`src/rtl/fetch_pkg.sv`:
```
// Shared fetch definitions.
// Provides the instruction size in bytes and an address alignment helper. The
// branch unit uses the same helpers to form jump targets, so both agree on
// which address bits are ignored.
package fetch_pkg;

    localparam int unsigned INSTR_BYTES  = 4;
    localparam int unsigned MaxAddrWidth = 64;

    // Mask that clears the byte-offset bits of an instruction address.
    function automatic logic [MaxAddrWidth-1:0] align_mask();
        return ~(MaxAddrWidth'(INSTR_BYTES - 1));
    endfunction

    function automatic logic [MaxAddrWidth-1:0] word_align(input logic [MaxAddrWidth-1:0] addr);
        return addr & align_mask();
    endfunction

endpackage

```
`src/rtl/prefetch_fifo.sv`:
```
// Prefetch queue: synchronous FIFO of DEPTH entries, each WIDTH bits.
// Ports:
//   clk_i, rst_ni  clock and asynchronous active-low reset
//   push_i         write push_data_i at the tail
//   push_data_i    entry to write
//   pop_i          drop the head entry
//   flush_i        empty the queue. This overrides push_i and pop_i.
//   count_o        number of valid entries, 0..DEPTH
//   head_o         head entry. It is only meaningful when count_o != 0.
// DEPTH must be a power of two, so the pointers wrap naturally.
module prefetch_fifo #(
    parameter int unsigned DEPTH = 4,
    parameter int unsigned WIDTH = 64,
    localparam int unsigned PtrW = (DEPTH > 1) ? $clog2(DEPTH) : 1,
    localparam int unsigned CntW = $clog2(DEPTH + 1)
) (
    input  logic             clk_i,
    input  logic             rst_ni,
    input  logic             push_i,
    input  logic [WIDTH-1:0] push_data_i,
    input  logic             pop_i,
    input  logic             flush_i,
    output logic [CntW-1:0]  count_o,
    output logic [WIDTH-1:0] head_o
);

    logic [WIDTH-1:0] mem_q [DEPTH];
    logic [PtrW-1:0]  rd_ptr_q, rd_ptr_d;
    logic [PtrW-1:0]  wr_ptr_q, wr_ptr_d;
    logic [CntW-1:0]  count_q, count_d;

    always_comb begin
        rd_ptr_d = rd_ptr_q;
        wr_ptr_d = wr_ptr_q;
        count_d  = count_q;
        if (flush_i) begin
            rd_ptr_d = '0;
            wr_ptr_d = '0;
            count_d  = '0;
        end else begin
            if (push_i) begin
                wr_ptr_d = wr_ptr_q + PtrW'(1);
            end
            if (pop_i) begin
                rd_ptr_d = rd_ptr_q + PtrW'(1);
            end
            // A simultaneous push and pop leaves the count unchanged.
            if (push_i && !pop_i) begin
                count_d = count_q + CntW'(1);
            end else if (!push_i && pop_i) begin
                count_d = count_q - CntW'(1);
            end
        end
    end

    always_ff @(posedge clk_i or negedge rst_ni) begin
        if (!rst_ni) begin
            rd_ptr_q <= '0;
            wr_ptr_q <= '0;
            count_q  <= '0;
        end else begin
            rd_ptr_q <= rd_ptr_d;
            wr_ptr_q <= wr_ptr_d;
            count_q  <= count_d;
        end
    end

    // The storage array has no reset. Entries are only read after they are written.
    always_ff @(posedge clk_i) begin
        if (push_i && !flush_i) begin
            mem_q[wr_ptr_q] <= push_data_i;
        end
    end

    assign count_o = count_q;
    assign head_o  = mem_q[rd_ptr_q];

endmodule

```
`src/rtl/instruction_prefetch_unit.sv`:
```
// Instruction fetch stage with a prefetch queue.
// The unit issues sequential reads to a synchronous instruction memory. Each
// returned word is queued together with its PC, and the head entry is handed
// to decode over a valid/ready handshake. A redirect flushes the queue, squashes
// the read in flight and restarts fetch at the aligned target on the next cycle.
// Ports:
//   Clk, Reset      clock and asynchronous active-low reset
//   ImemRead        read request this cycle
//   ImemAddr        read address
//   ImemData        read data, one cycle after ImemRead
//   Redirect        control-flow change this cycle
//   RedirectPC      new fetch address. Bits [1:0] are ignored.
//   OutValid        head entry valid towards decode
//   OutReady        decode accepts the head entry
//   OutInstr        head instruction
//   OutPC           head instruction address
//   OutPCNext4      head instruction address + 4
module instruction_prefetch_unit
    import fetch_pkg::*;
#(
    parameter int unsigned           ADDR_WIDTH  = 32,
    parameter int unsigned           INSTR_WIDTH = 32,
    parameter int unsigned           DEPTH       = 4,
    parameter logic [ADDR_WIDTH-1:0] RESET_PC    = '0
) (
    input  logic                   Clk,
    input  logic                   Reset,
    output logic                   ImemRead,
    output logic [ADDR_WIDTH-1:0]  ImemAddr,
    input  logic [INSTR_WIDTH-1:0] ImemData,
    input  logic                   Redirect,
    input  logic [ADDR_WIDTH-1:0]  RedirectPC,
    output logic                   OutValid,
    input  logic                   OutReady,
    output logic [INSTR_WIDTH-1:0] OutInstr,
    output logic [ADDR_WIDTH-1:0]  OutPC,
    output logic [ADDR_WIDTH-1:0]  OutPCNext4
);

    localparam int unsigned EntryW = INSTR_WIDTH + ADDR_WIDTH;
    localparam int unsigned CntW   = $clog2(DEPTH + 1);
    // Occupancy may reach DEPTH + 1 before the pop term is subtracted.
    localparam int unsigned OccW   = $clog2(DEPTH + 2);

    localparam logic [ADDR_WIDTH-1:0] AlignMask = ADDR_WIDTH'(align_mask());
    localparam logic [ADDR_WIDTH-1:0] PcStep    = ADDR_WIDTH'(INSTR_BYTES);

    logic [ADDR_WIDTH-1:0]  fetch_pc_q, fetch_pc_d;
    logic                   inflight_q, inflight_d;
    logic [ADDR_WIDTH-1:0]  inflight_pc_q, inflight_pc_d;
    logic [INSTR_WIDTH-1:0] out_instr_q;
    logic [ADDR_WIDTH-1:0]  out_pc_q;
    logic [ADDR_WIDTH-1:0]  out_pc_next4_q;

    logic [CntW-1:0]        fifo_count;
    logic [EntryW-1:0]      fifo_head;
    logic [INSTR_WIDTH-1:0] head_instr;
    logic [ADDR_WIDTH-1:0]  head_pc;
    logic                   has_entry;
    logic                   pop;
    logic                   push;
    logic                   issue;
    logic [OccW-1:0]        occupancy;

    assign head_instr = fifo_head[EntryW-1:ADDR_WIDTH];
    assign head_pc    = fifo_head[ADDR_WIDTH-1:0];
    assign has_entry  = (fifo_count != '0);

    // A redirect masks OutValid, so a flushed head is never accepted.
    assign OutValid = has_entry & ~Redirect;
    assign pop      = OutValid & OutReady;

    // The pop term lets issue resume in the same cycle that decode drains a full queue.
    assign occupancy = OccW'(fifo_count) + OccW'(inflight_q) - OccW'(pop);
    // Gating with Reset keeps ImemRead low while the unit is held in reset.
    assign issue     = Reset & ~Redirect & (occupancy < OccW'(DEPTH));

    // The response of a read squashed by a redirect in this cycle is dropped.
    assign push = inflight_q & ~Redirect;

    always_comb begin
        fetch_pc_d    = fetch_pc_q;
        inflight_d    = 1'b0;
        inflight_pc_d = inflight_pc_q;
        if (Redirect) begin
            fetch_pc_d = RedirectPC & AlignMask;
        end else if (issue) begin
            fetch_pc_d    = fetch_pc_q + PcStep;
            inflight_d    = 1'b1;
            inflight_pc_d = fetch_pc_q;
        end
    end

    always_ff @(posedge Clk or negedge Reset) begin
        if (!Reset) begin
            fetch_pc_q    <= RESET_PC;
            inflight_q    <= 1'b0;
            inflight_pc_q <= '0;
        end else begin
            fetch_pc_q    <= fetch_pc_d;
            inflight_q    <= inflight_d;
            inflight_pc_q <= inflight_pc_d;
        end
    end

    // These registers mirror the head entry, so the data outputs hold their
    // last values once the queue empties.
    always_ff @(posedge Clk or negedge Reset) begin
        if (!Reset) begin
            out_instr_q    <= '0;
            out_pc_q       <= '0;
            out_pc_next4_q <= '0;
        end else if (has_entry) begin
            out_instr_q    <= head_instr;
            out_pc_q       <= head_pc;
            out_pc_next4_q <= head_pc + PcStep;
        end
    end

    prefetch_fifo #(
        .DEPTH (DEPTH),
        .WIDTH (EntryW)
    ) u_prefetch_fifo (
        .clk_i       (Clk),
        .rst_ni      (Reset),
        .push_i      (push),
        .push_data_i ({ImemData, inflight_pc_q}),
        .pop_i       (pop),
        .flush_i     (Redirect),
        .count_o     (fifo_count),
        .head_o      (fifo_head)
    );

    assign ImemRead   = issue;
    assign ImemAddr   = fetch_pc_q;
    assign OutInstr   = has_entry ? head_instr : out_instr_q;
    assign OutPC      = has_entry ? head_pc : out_pc_q;
    assign OutPCNext4 = has_entry ? (head_pc + PcStep) : out_pc_next4_q;

endmodule
```
`config.mk`:
```
export PLATFORM = sky130hd
export DESIGN_NAME = instruction_prefetch_unit
export DESIGN_NICKNAME = d
export VERILOG_FILES = /design/src/rtl/fetch_pkg.sv /design/src/rtl/prefetch_fifo.sv /design/src/rtl/instruction_prefetch_unit.sv
export SDC_FILE = /design/constraint.sdc
export NUM_CORES = 1
export LEC_CHECK = 0
export CAP_MARGIN = 20
export CORE_ASPECT_RATIO = 1.4
export CORE_UTILIZATION = 60
export CTS_CLUSTER_SIZE = 24
export DETAILED_ROUTE_END_ITERATION = 8
export PLACE_DENSITY_LB_ADDON = 0.15
export SETUP_SLACK_MARGIN = 0.5
export SYNTH_ARGS = -nofsm -noshare
export SYNTH_HDL_FRONTEND = slang
export SYNTH_SLANG_ARGS = --single-unit
```
`constraint.sdc`:
```
create_clock -name Clk -period 7.99 [get_ports Clk]
set_input_delay 0.799 -clock Clk [delete_from_list [all_inputs] [get_ports Clk]]
set_output_delay 0.799 -clock Clk [all_outputs]
set_load 0.05 [all_outputs]
```
==> results of run 1 <==
-- cell usage in the layout, fill, tap and decap left out, types with 24 or more instances in the layout --
master / n
xnor2_1: 34
mux4_2: 62
nor2_1: 24
o21ai_0: 53
mux2_2: 31
dfrtp_1: 162
clkbuf_16: 41
nand2_1: 263
xor2_1: 28
edfxtp_1: 248
clkdlybuf4s50_1: 191
-- per-stage QoR --
stage	hold slack (ns)	instances	worst slack (ns)
6_report	0.138	1680	2.32
5_1_grt	0.140	1680	1.96
4_1_cts	0.134	1679	2.26
3_5_place_dp	0.451	1609	2.86
3_3_place_gp	0.445	1609	2.94
2_1_floorplan	0.472	1092	4.07
-- cells by family (layout without fill, tap and decap cells) --
| kind of cell | after synthesis | count (layout) | synth area share [%] |
|---|---|---|---|
| buf+inv | 67 | 290 | 1.78 |
| compound gates | 66 | 66 | 2.16 |
| simple gates | 379 | 379 | 10.3 |
| mux | 95 | 95 | 10.8 |
| xor+xnor | 62 | 62 | 3.33 |
| other cells | 1 | 2 | 0.0230 |
| flops | 412 | 412 | 70.9 |
| fa+ha+maj | 9 | 9 | 0.737 |
-- routing by layer --
layer,part of all wire [%],GRT usage [%],routed length [µm],up-vias
met5,0,0,0,-
met4,3.5,10.1,1110,0
met3,4.4,3.68,1390,60
met2,52,41.8,16400,231
met1,41,31.0,12900,4588
li1,-,-,-,4327
-- worst max-delay path: stages, from the launching register on --
cell and delay, ns:
dfrtp_1 0.44, or3_2 0.16, buf_4 0.61, nand2_1 0.24
nor2_1 0.30, ha_1 0.21, inv_1 0.04, ha_1 0.26
nand3b_1 0.09, a21oi_1 0.30, o21ai_1 0.30, nor2_2 0.15
buf_4 0.37, clkdlybuf4s50_1 0.88
-- area by class of cell --
| class | count | area (µm²) | share of cell area (%) |
|---|---|---|---|
| timing repair buffer | 204 | 2030 | 10.2 |
| sequential | 412 | 11600 | 58.1 |
| tap | 365 | 457 | 2.30 |
| clock inverter | 14 | 174 | 0.875 |
| clock buffer | 56 | 1120 | 5.65 |
| inverter | 16 | 60.1 | 0.302 |
| multi-input combinational | 613 | 4480 | 22.5 |
-- state kept, by name, indices dropped and copies added, names as in the netlist --
signal,cells
u_prefetch_fifo.mem_q,248
u_prefetch_fifo.count_o,3
ImemAddr,30
out_instr_q,32
out_pc_next4_q,32
u_prefetch_fifo.rd_ptr_q,2
out_pc_q,32
u_prefetch_fifo.wr_ptr_q,2
inflight_pc_q,30
inflight_q,1
-- path summary, 6_finish.rpt --
kind                                            start          endpoint  slack, ns  depth (start not counted)
max                        u_prefetch_fifo.count_o[1]          ImemRead       2.32                         13
min                                             Reset   out_instr_q[29]       0.14                          1
max reg2reg                u_prefetch_fifo.count_o[1]  inflight_pc_q[7]       4.01                         13
min reg2reg                              out_pc_q[10]      out_pc_q[10]       0.46                          2
max in group asynchronous                       Reset    out_instr_q[0]       6.70                          2
min in group Clk                         out_pc_q[10]      out_pc_q[10]       0.46                          2
==> metrics.md, run 1 <==
| Metric | Value |
|---|---|
| Most common cell in the netlist | `nand2_1` |
| Placeable Area | `26,800 µm²` |
| Fin nets | `1,362` |
| Vias in the first global route | `9,427` |
| Root buffer cell | `clkbuf_16` |
| Worst Tran Pin Value | `0.991 ns` |
| Setup Fix Bufs, Post-CTS | `0` |
| Fin crit share | `71.0%` |
| RSZ-0062 raised after global routing | `false` |
| Placed Area | `18,600 µm²` |
| DP HPWL | `19,400 µm` |
| First-pass DRT Iterations | `5` |
| Worst min path class | `in -> async` |
| Layout cells sized above 1 | `13.8%` |
| First DRT Iteration DRCs | `491` |
| Synth Warn # | `0` |
| Layout Utilization | `74.1%` |
| Initial Util | `60.8%` |
| DRC errors left | `0` |
| Total grt overflow | `0` |
| Synth Register Bits | `412` |
| Synthesized cell area | `16,300 µm²` |
| Fin Clk Skew | `0.00828 ns` |
| Post-CTS Resized | `0` |
| EDFF count, synth | `248` |
| Vias | `9,206` |
| Status | `complete, no violations` |
| Tmin final | `5.67 ns` |
| Synth top cells by count | `nand2_1, edfxtp_1, dfrtp_1, mux4_2, o21ai_0` |
| Max Cap Viol | `0` |
| Largest cells by area after synthesis | `edfxtp_1, dfrtp_1, mux4_2` |
| Syn_area_per_cell | `14.9 µm²` |
| DRT Wirelength | `31,900 µm` |
| Register area share after synthesis | `70.9%` |
| Final Hold Viols | `0` |
| Initial antenna violation count | `0` |
| Max-slew violation count | `0` |
| Area fraction of the dominant cell type after synthesis | `45.7%` |
| DIE HEIGHT | `197 µm` |
| I/O Buffers | `193` |
| CP required | `7.19 ns` |
| Critical path arrival | `4.87 ns` |
| IO Count | `198` |
| Clock-pin slew on the worst setup and hold paths | `0.06 ns` |
| Critical path startpoint category | `register` |
| CP Max Fanout | `69` |
| Distinct cell type count after synthesis | `47` |
| Ant diodes | `0` |
| Post-cts hold buffer count | `0` |
| Post-route ant nets | `0` |
| Area grow syn2layout | `22.0%` |
| Die footprint | `27,800 µm²` |
| First-pass GRT wire length | `50,900 µm` |
| CP Class | `reg -> out` |
| Setup TNS | `0 ns` |
| Ys async rst share | `39.8%` |
| Final instance area | `19,900 µm²` |
| Post-synthesis cell count | `1,091` |
| GRT Total Usage | `24.3%` |
| Fillcell total | `1,731` |
| DR vias/cell | `5.48` |
| Worst setup EP type | `primary output` |
| Slew headroom | `33.9%` |
| Ys flop type | `edfxtp_1` |
| # setup viols final | `0` |
| Worst skew pair latency | `0.52 ns` |
| Gpl congestion | `0.800` |
| Max Fclk | `176 MHz` |
| Num CTS Buffers | `38` |
| Die Span X | `141 µm` |
| TritonCTS clock tree | `yes` |
| Max clock buf depth | `3` |
| Htree depth | `2` |
| Wire length per cell | `19.0 µm` |
| CTS Sinks | `412` |
| Placement row count | `71` |
| Largest net degree at the start of global routing | `85` |
| Top cell type by total area after synthesis | `edfxtp_1` |
Power of run 1 is not shown: default switching activity piles up to over one toggle a cycle in this logic, so the estimate is an artifact.
==> run 2: changes to the inputs <==
CORE_UTILIZATION = 50   (was 60)
clock period = 4.8 ns   (was 7.99 ns; I/O delays follow)
==> metrics.md, run 2 (synthesis gave the netlist of run 1 again) <==
| Metric | Value |
|---|---|
| GRT Total Usage | `20.4% (was 24.3%)` |
| Largest net degree at the start of global routing | `122 (was 85)` |
| Final instance area | `19,900 µm² (about the same)` |
| Max-slew violation count | `0 (unchanged)` |
| DP HPWL | `20,400 µm (was 19,400 µm)` |
| CP Class | `reg -> out (unchanged)` |
| Vias | `9,175 (was 9,206)` |
| First-pass GRT wire length | `51,800 µm (was 50,900 µm)` |
| Initial antenna violation count | `0 (unchanged)` |
| Num CTS Buffers | `39 (was 38)` |
| Worst skew pair latency | `0.53 ns (was 0.52 ns)` |
| Layout cells sized above 1 | `15.1% (was 13.8%)` |
| Total grt overflow | `0 (unchanged)` |
| Fin Clk Skew | `0.0143 ns (was 0.00828 ns)` |
| First DRT Iteration DRCs | `505 (was 491)` |
| # setup viols final | `0 (unchanged)` |
| DR vias/cell | `5.35 (was 5.48)` |
| I/O Buffers | `193 (unchanged)` |
| Placement row count | `77 (was 71)` |
| Tmin final | `4.10 ns` |
| Max Cap Viol | `0 (unchanged)` |
| Initial Util | `51.3% (was 60.8%)` |
| Die footprint | `33,300 µm² (was 27,800 µm²)` |
| Setup TNS | `0 ns (unchanged)` |
| Crit path buf inv count | `1 (was 4)` |
| DIE HEIGHT | `216 µm (was 197 µm)` |
| Fin crit share | `85.4%` |
| Most frequent cells in the layout | `nand2_1, edfxtp_1, clkdlybuf4s50_1 (unchanged)` |
| Area grow syn2layout | `22.0% (about the same)` |
| DRC errors left | `0 (unchanged)` |
| Vias in the first global route | `9,309 (was 9,427)` |
| Worst setup EP type | `primary output (unchanged)` |
| Critical path arrival | `3.62 ns (was 4.87 ns)` |
| Max clock buf depth | `3 (unchanged)` |
| Worst path top cell family by delay | `buffers and inverters (unchanged)` |
| Worst min path class | `in -> async (unchanged)` |
| Placeable Area | `31,800 µm² (was 26,800 µm²)` |
| Number of flip-flops under the largest register name | `248 (unchanged)` |
| Status | `complete, no violations (unchanged)` |
| Fin nets | `1,367 (was 1,362)` |
| Final Hold Viols | `0 (unchanged)` |
| Gpl congestion | `0.835 (was 0.800)` |
| Fillcell total | `2,496 (was 1,731)` |
| Cell count along the critical path | `7 (was 13)` |
| Ant diodes | `0 (unchanged)` |
| Reg with most FFs | `u_prefetch_fifo.mem_q (unchanged)` |
| CP dominant cell by count | `nand2_1` |
| CTS Sinks | `412 (unchanged)` |
| RSZ-0062 raised after global routing | `false (unchanged)` |
| Commonest non-fill, non-tap cell in the layout | `nand2_1 (unchanged)` |
| R2r worst-path depth | `13 (unchanged)` |
| Worst Tran Pin Value | `1.01 ns (was 0.991 ns)` |
| Flop2flop setup slack | `1.40 ns (was 4.01 ns)` |
| IO Count | `198 (unchanged)` |
| Max Fclk | `244 MHz` |
| First-pass DRT Iterations | `5 (unchanged)` |
| Crit path max-delay cell type | `clkdlybuf4s50_1 (unchanged)` |
| DRT Wirelength | `32,600 µm (was 31,900 µm)` |
| Critical path startpoint category | `register (unchanged)` |
| Root buffer cell | `clkbuf_16 (unchanged)` |
| Crit. Startpoint | `u_prefetch_fifo.rd_ptr_q[0] (was u_prefetch_fifo.count_o[1])` |
| Reg2reg end | `ImemAddr[11] (was inflight_pc_q[7])` |
| Max stage delay on crit path | `0.89 ns (was 0.88 ns)` |
| Clock-pin slew on the worst setup and hold paths | `0.06 ns (about the same)` |
| Cell Chain, Critical Path | `mux4_2, nand2_1, nor2b_1, nand2_1, xor2_1, o21ai_0, clkdlybuf4s50_1 (was or3_2, buf_4, nand2_1, nor2_1, ha_1, inv_1, ha_1, nand3b_1, a21oi_1, o21ai_1, nor2_2, buf_4, clkdlybuf4s50_1)` |
| Slew headroom | `32.7% (was 33.9%)` |
| CP required | `4.32 ns (was 7.19 ns)` |
| Die Span X | `155 µm (was 141 µm)` |
| Htree depth | `2 (unchanged)` |
| CP Max Fanout | `13 (was 69)` |
| Wire length per cell | `19.0 µm (about the same)` |
| Critical R2R Launch | `u_prefetch_fifo.count_o[2] (was u_prefetch_fifo.count_o[1])` |
| Post-route ant nets | `0 (unchanged)` |
| Placed Area | `18,600 µm² (about the same)` |
| TritonCTS clock tree | `yes (unchanged)` |
run 2: cell count changes in the layout (fill, tap and decap cells not counted), moves of 2 or more:
cell / delta
buf_12: +2
clkbuf_16: -2
clkdlybuf4s50_1: -22
dlymetal6s2s_1: +2
buf_4: +13
dlygate4sd2_1: +4
clkbuf_8: +2
buf_6: +2
clkbuf_2: +2
run 2: worst max path at each step:
| stage | end | slack [ns] |
|---|---|---|
| floorplan | OutPCNext4[17] | 1.20 |
| CTS | OutPCNext4[12] | 0.53 |
| global route | OutPCNext4[18] | 0.50 |
| finish | OutPCNext4[9] | 0.70 |
| global placement | OutPCNext4[20] | 0.86 |
| detailed placement | OutPCNext4[20] | 0.83 |
run 2: metal layers:
layer,part of all wire (%),global-route usage (%),vias to the layer above
met5,0,0,-
met4,3.1,7.52,0
met3,5.0,4.14,60
met2,50,34.4,238
met1,42,26.0,4539
li1,-,-,4338
run 2: repair_timing:
action                                  4_1_cts  5_1_grt
hold endpoints to repair                     41        0
gates resized for setup                       9       10
hold buffers                                  1        0
endpoints found under the setup margin        8        6
pin swaps                                     0        1
buffers inserted                              0        0
run 2: stage by stage:
step	setup slack, ns	cells	hold WS, ns	utilization [%]
6_report	0.702	1714	0.432	62.5
5_1_grt	0.500	1714	0.464	62.5
3_5_place_dp	0.830	1643	0.433	58.6
4_1_cts	0.530	1714	0.434	62.5
3_3_place_gp	0.857	1643	0.433	58.6
2_1_floorplan	1.20	1092	0.184	-
run 2: area by class of cell:
cell class	instances	area, µm²	share of cell area [%]
clock buffer	55	1100	5.51
clock inverter	15	155	0.781
inverter	16	60.1	0.302
multi-input combinational	613	4480	22.5
sequential	412	11600	58.1
tap	395	494	2.49
timing repair buffer	208	2030	10.2
Power of run 2 is left out for the same reason.
==> run 3: changes to the inputs <==
CORE_MARGIN = 2   (was unset)
==> metrics.md, run 3 (synthesis gave the netlist of run 1 again) <==
| Metric | Value |
|---|---|
| Status | `complete, no violations (unchanged)` |
| Initial Util | `50.5% (was 51.3%)` |
| Vias in the first global route | `9,281 (was 9,309)` |
| Gpl congestion | `0.794 (was 0.835)` |
| Setup TNS | `0 ns (unchanged)` |
| Max stage delay on crit path | `0.69 ns (was 0.89 ns)` |
| # setup viols final | `0 (unchanged)` |
| Reg with most FFs | `u_prefetch_fifo.mem_q (unchanged)` |
| Max Fclk | `240 MHz (was 244 MHz)` |
| Worst skew pair latency | `0.53 ns (about the same)` |
| Layout Utilization | `62.3% (was 62.5%)` |
| CP Capture Point | `OutPCNext4[18] (was OutPCNext4[9])` |
| Largest net degree at the start of global routing | `122 (unchanged)` |
| Max clock buf depth | `3 (unchanged)` |
| Wire length per cell | `18.5 µm (was 19.0 µm)` |
| Worst min path class | `in -> async (unchanged)` |
| Ant diodes | `0 (unchanged)` |
| RSZ-0062 raised after global routing | `false (unchanged)` |
| TritonCTS clock tree | `yes (unchanged)` |
| Die footprint | `34,100 µm² (was 33,300 µm²)` |
| CP required | `4.32 ns (about the same)` |
| Cell count along the critical path | `8 (was 7)` |
| CP Class | `reg -> out (unchanged)` |
| Die Span X | `157 µm (was 155 µm)` |
| DRT Wirelength | `32,700 µm (was 32,600 µm)` |
| Post-route ant nets | `0 (unchanged)` |
| Crit path buf inv count | `1 (unchanged)` |
| Final Hold Viols | `0 (unchanged)` |
| First-pass GRT wire length | `51,400 µm (was 51,800 µm)` |
| First-pass DRT Iterations | `4 (was 5)` |
| Placement row count | `78 (was 77)` |
| Crit. Startpoint | `u_prefetch_fifo.rd_ptr_q[1] (was u_prefetch_fifo.rd_ptr_q[0])` |
| Htree depth | `2 (unchanged)` |
| Worst Tran Pin Value | `0.999 ns (was 1.01 ns)` |
| Critical path arrival | `3.68 ns (was 3.62 ns)` |
| Slew headroom | `33.4% (was 32.7%)` |
| Fin Clk Skew | `0.0113 ns (was 0.0143 ns)` |
| Layout cells sized above 1 | `15.2% (was 15.1%)` |
| DR vias/cell | `5.15 (was 5.35)` |
| Fin nets | `1,369 (was 1,367)` |
| DP HPWL | `20,300 µm (was 20,400 µm)` |
| Worst setup EP type | `primary output (unchanged)` |
| Fin crit share | `86.6% (was 85.4%)` |
| Tmin final | `4.16 ns (was 4.10 ns)` |
| Critical path startpoint category | `register (unchanged)` |
| DRC errors left | `0 (unchanged)` |
| Total grt overflow | `0 (unchanged)` |
| CTS Sinks | `412 (unchanged)` |
| Flop2flop setup slack | `1.29 ns (was 1.40 ns)` |
| Num CTS Buffers | `40 (was 39)` |
| GRT Total Usage | `19.8% (was 20.4%)` |
| Worst path top cell family by delay | `simple AND/OR/NAND/NOR gates (was buffers and inverters)` |
| IO Count | `198 (unchanged)` |
| Placeable Area | `32,300 µm² (was 31,800 µm²)` |
| Cell Chain, Critical Path | `mux4_2, ha_1, nand3_1, or4_1, nor2_1, xnor2_1, o21ai_1, dlygate4sd2_1 (was mux4_2, nand2_1, nor2b_1, nand2_1, xor2_1, o21ai_0, clkdlybuf4s50_1)` |
| Max Cap Viol | `0 (unchanged)` |
| Root buffer cell | `clkbuf_16 (unchanged)` |
| Vias | `9,075 (was 9,175)` |
| Number of flip-flops under the largest register name | `248 (unchanged)` |
| Clock-pin slew on the worst setup and hold paths | `0.06 ns (about the same)` |
| Max-slew violation count | `0 (unchanged)` |
| Crit path max-delay cell type | `dfrtp_2 (was clkdlybuf4s50_1)` |
| Reg2reg end | `ImemAddr[13] (was ImemAddr[11])` |
| I/O Buffers | `193 (unchanged)` |
| First DRT Iteration DRCs | `427 (was 505)` |
| Most frequent cells in the layout | `nand2_1, edfxtp_1, clkdlybuf4s50_1 (unchanged)` |
| R2r worst-path depth | `13 (unchanged)` |
| Area grow syn2layout | `23.4% (was 22.0%)` |
| CP Max Fanout | `17 (was 13)` |
| DIE HEIGHT | `218 µm (was 216 µm)` |
| Critical R2R Launch | `u_prefetch_fifo.count_o[2] (unchanged)` |
| Initial antenna violation count | `0 (unchanged)` |
| Commonest non-fill, non-tap cell in the layout | `nand2_1 (unchanged)` |
[run 3: final cells by class]
cell class / count / area [µm²]
fillers: 2488 / 12200
flip-flops and latches: 412 / 11600
multi-input cells: 613 / 4480
repair buffers: 209 / 2080
clock buffers: 61 / 1180
well taps: 440 / 551
clock inverters: 11 / 208
inverters: 16 / 60.1
[run 3: through the flow]
| stage | cells | setup WS [ns] | area [µm²] | hold WS, ns |
|---|---|---|---|---|
| 2_1_floorplan | 1092 | 1.20 | 16300 | 0.184 |
| 3_3_place_gp | 1685 | 0.870 | 18700 | 0.445 |
| 3_5_place_dp | 1685 | 0.806 | 18700 | 0.452 |
| 4_1_cts | 1758 | 0.507 | 20100 | 0.465 |
| 5_1_grt | 1762 | 0.489 | 20100 | 0.480 |
| 6_report | 1762 | 0.641 | 20100 | 0.460 |
[run 3: what timing repair did]
| item | 4_1_cts | 5_1_grt |
|---|---|---|
| buffers inserted | 0 | 4 |
| setup endpoints to repair | 9 | 13 |
| hold endpoints to repair | 52 | 0 |
| resized for setup | 9 | 4 |
| hold buffers | 1 | 0 |
| cloned | 0 | 0 |
[run 3: layer usage]
layer  vias to the layer above  global-route usage [%]  share of wire (%)
li1                       4326                       -                  -
met1                      4510                    25.7                 42
met2                       196                    34.2                 51
met3                        43                    3.82                5.0
met4                         0                    5.32                2.0
met5                         -                       0                  0
[run 3: worst min-delay path by stage]
stage / start / to / depth (start not counted)
2_1_floorplan: Reset / ImemAddr[10] / 0
3_3_place_gp: out_instr_q[24] / out_instr_q[24] / 2
3_5_place_dp: out_instr_q[26] / out_instr_q[26] / 2
4_1_cts: out_instr_q[26] / out_instr_q[26] / 2
5_1_grt: out_instr_q[30] / out_instr_q[30] / 2
6_report: Reset / out_instr_q[24] / 2
[run 3: worst reg2reg max path, stage by stage, from the launching register on]
cell and delay (ns):
dfrtp_1 0.45, or3_4 0.32, nand2_1 0.17, nor2_1 0.28, ha_1 0.21, inv_1 0.04
ha_1 0.26, nand3b_1 0.09, a21oi_1 0.28, o2111ai_1 0.48, buf_4 0.35, nor3_1 0.21
xnor2_1 0.14, o21ai_0 0.09
Power of run 3 is left out for the same reason.
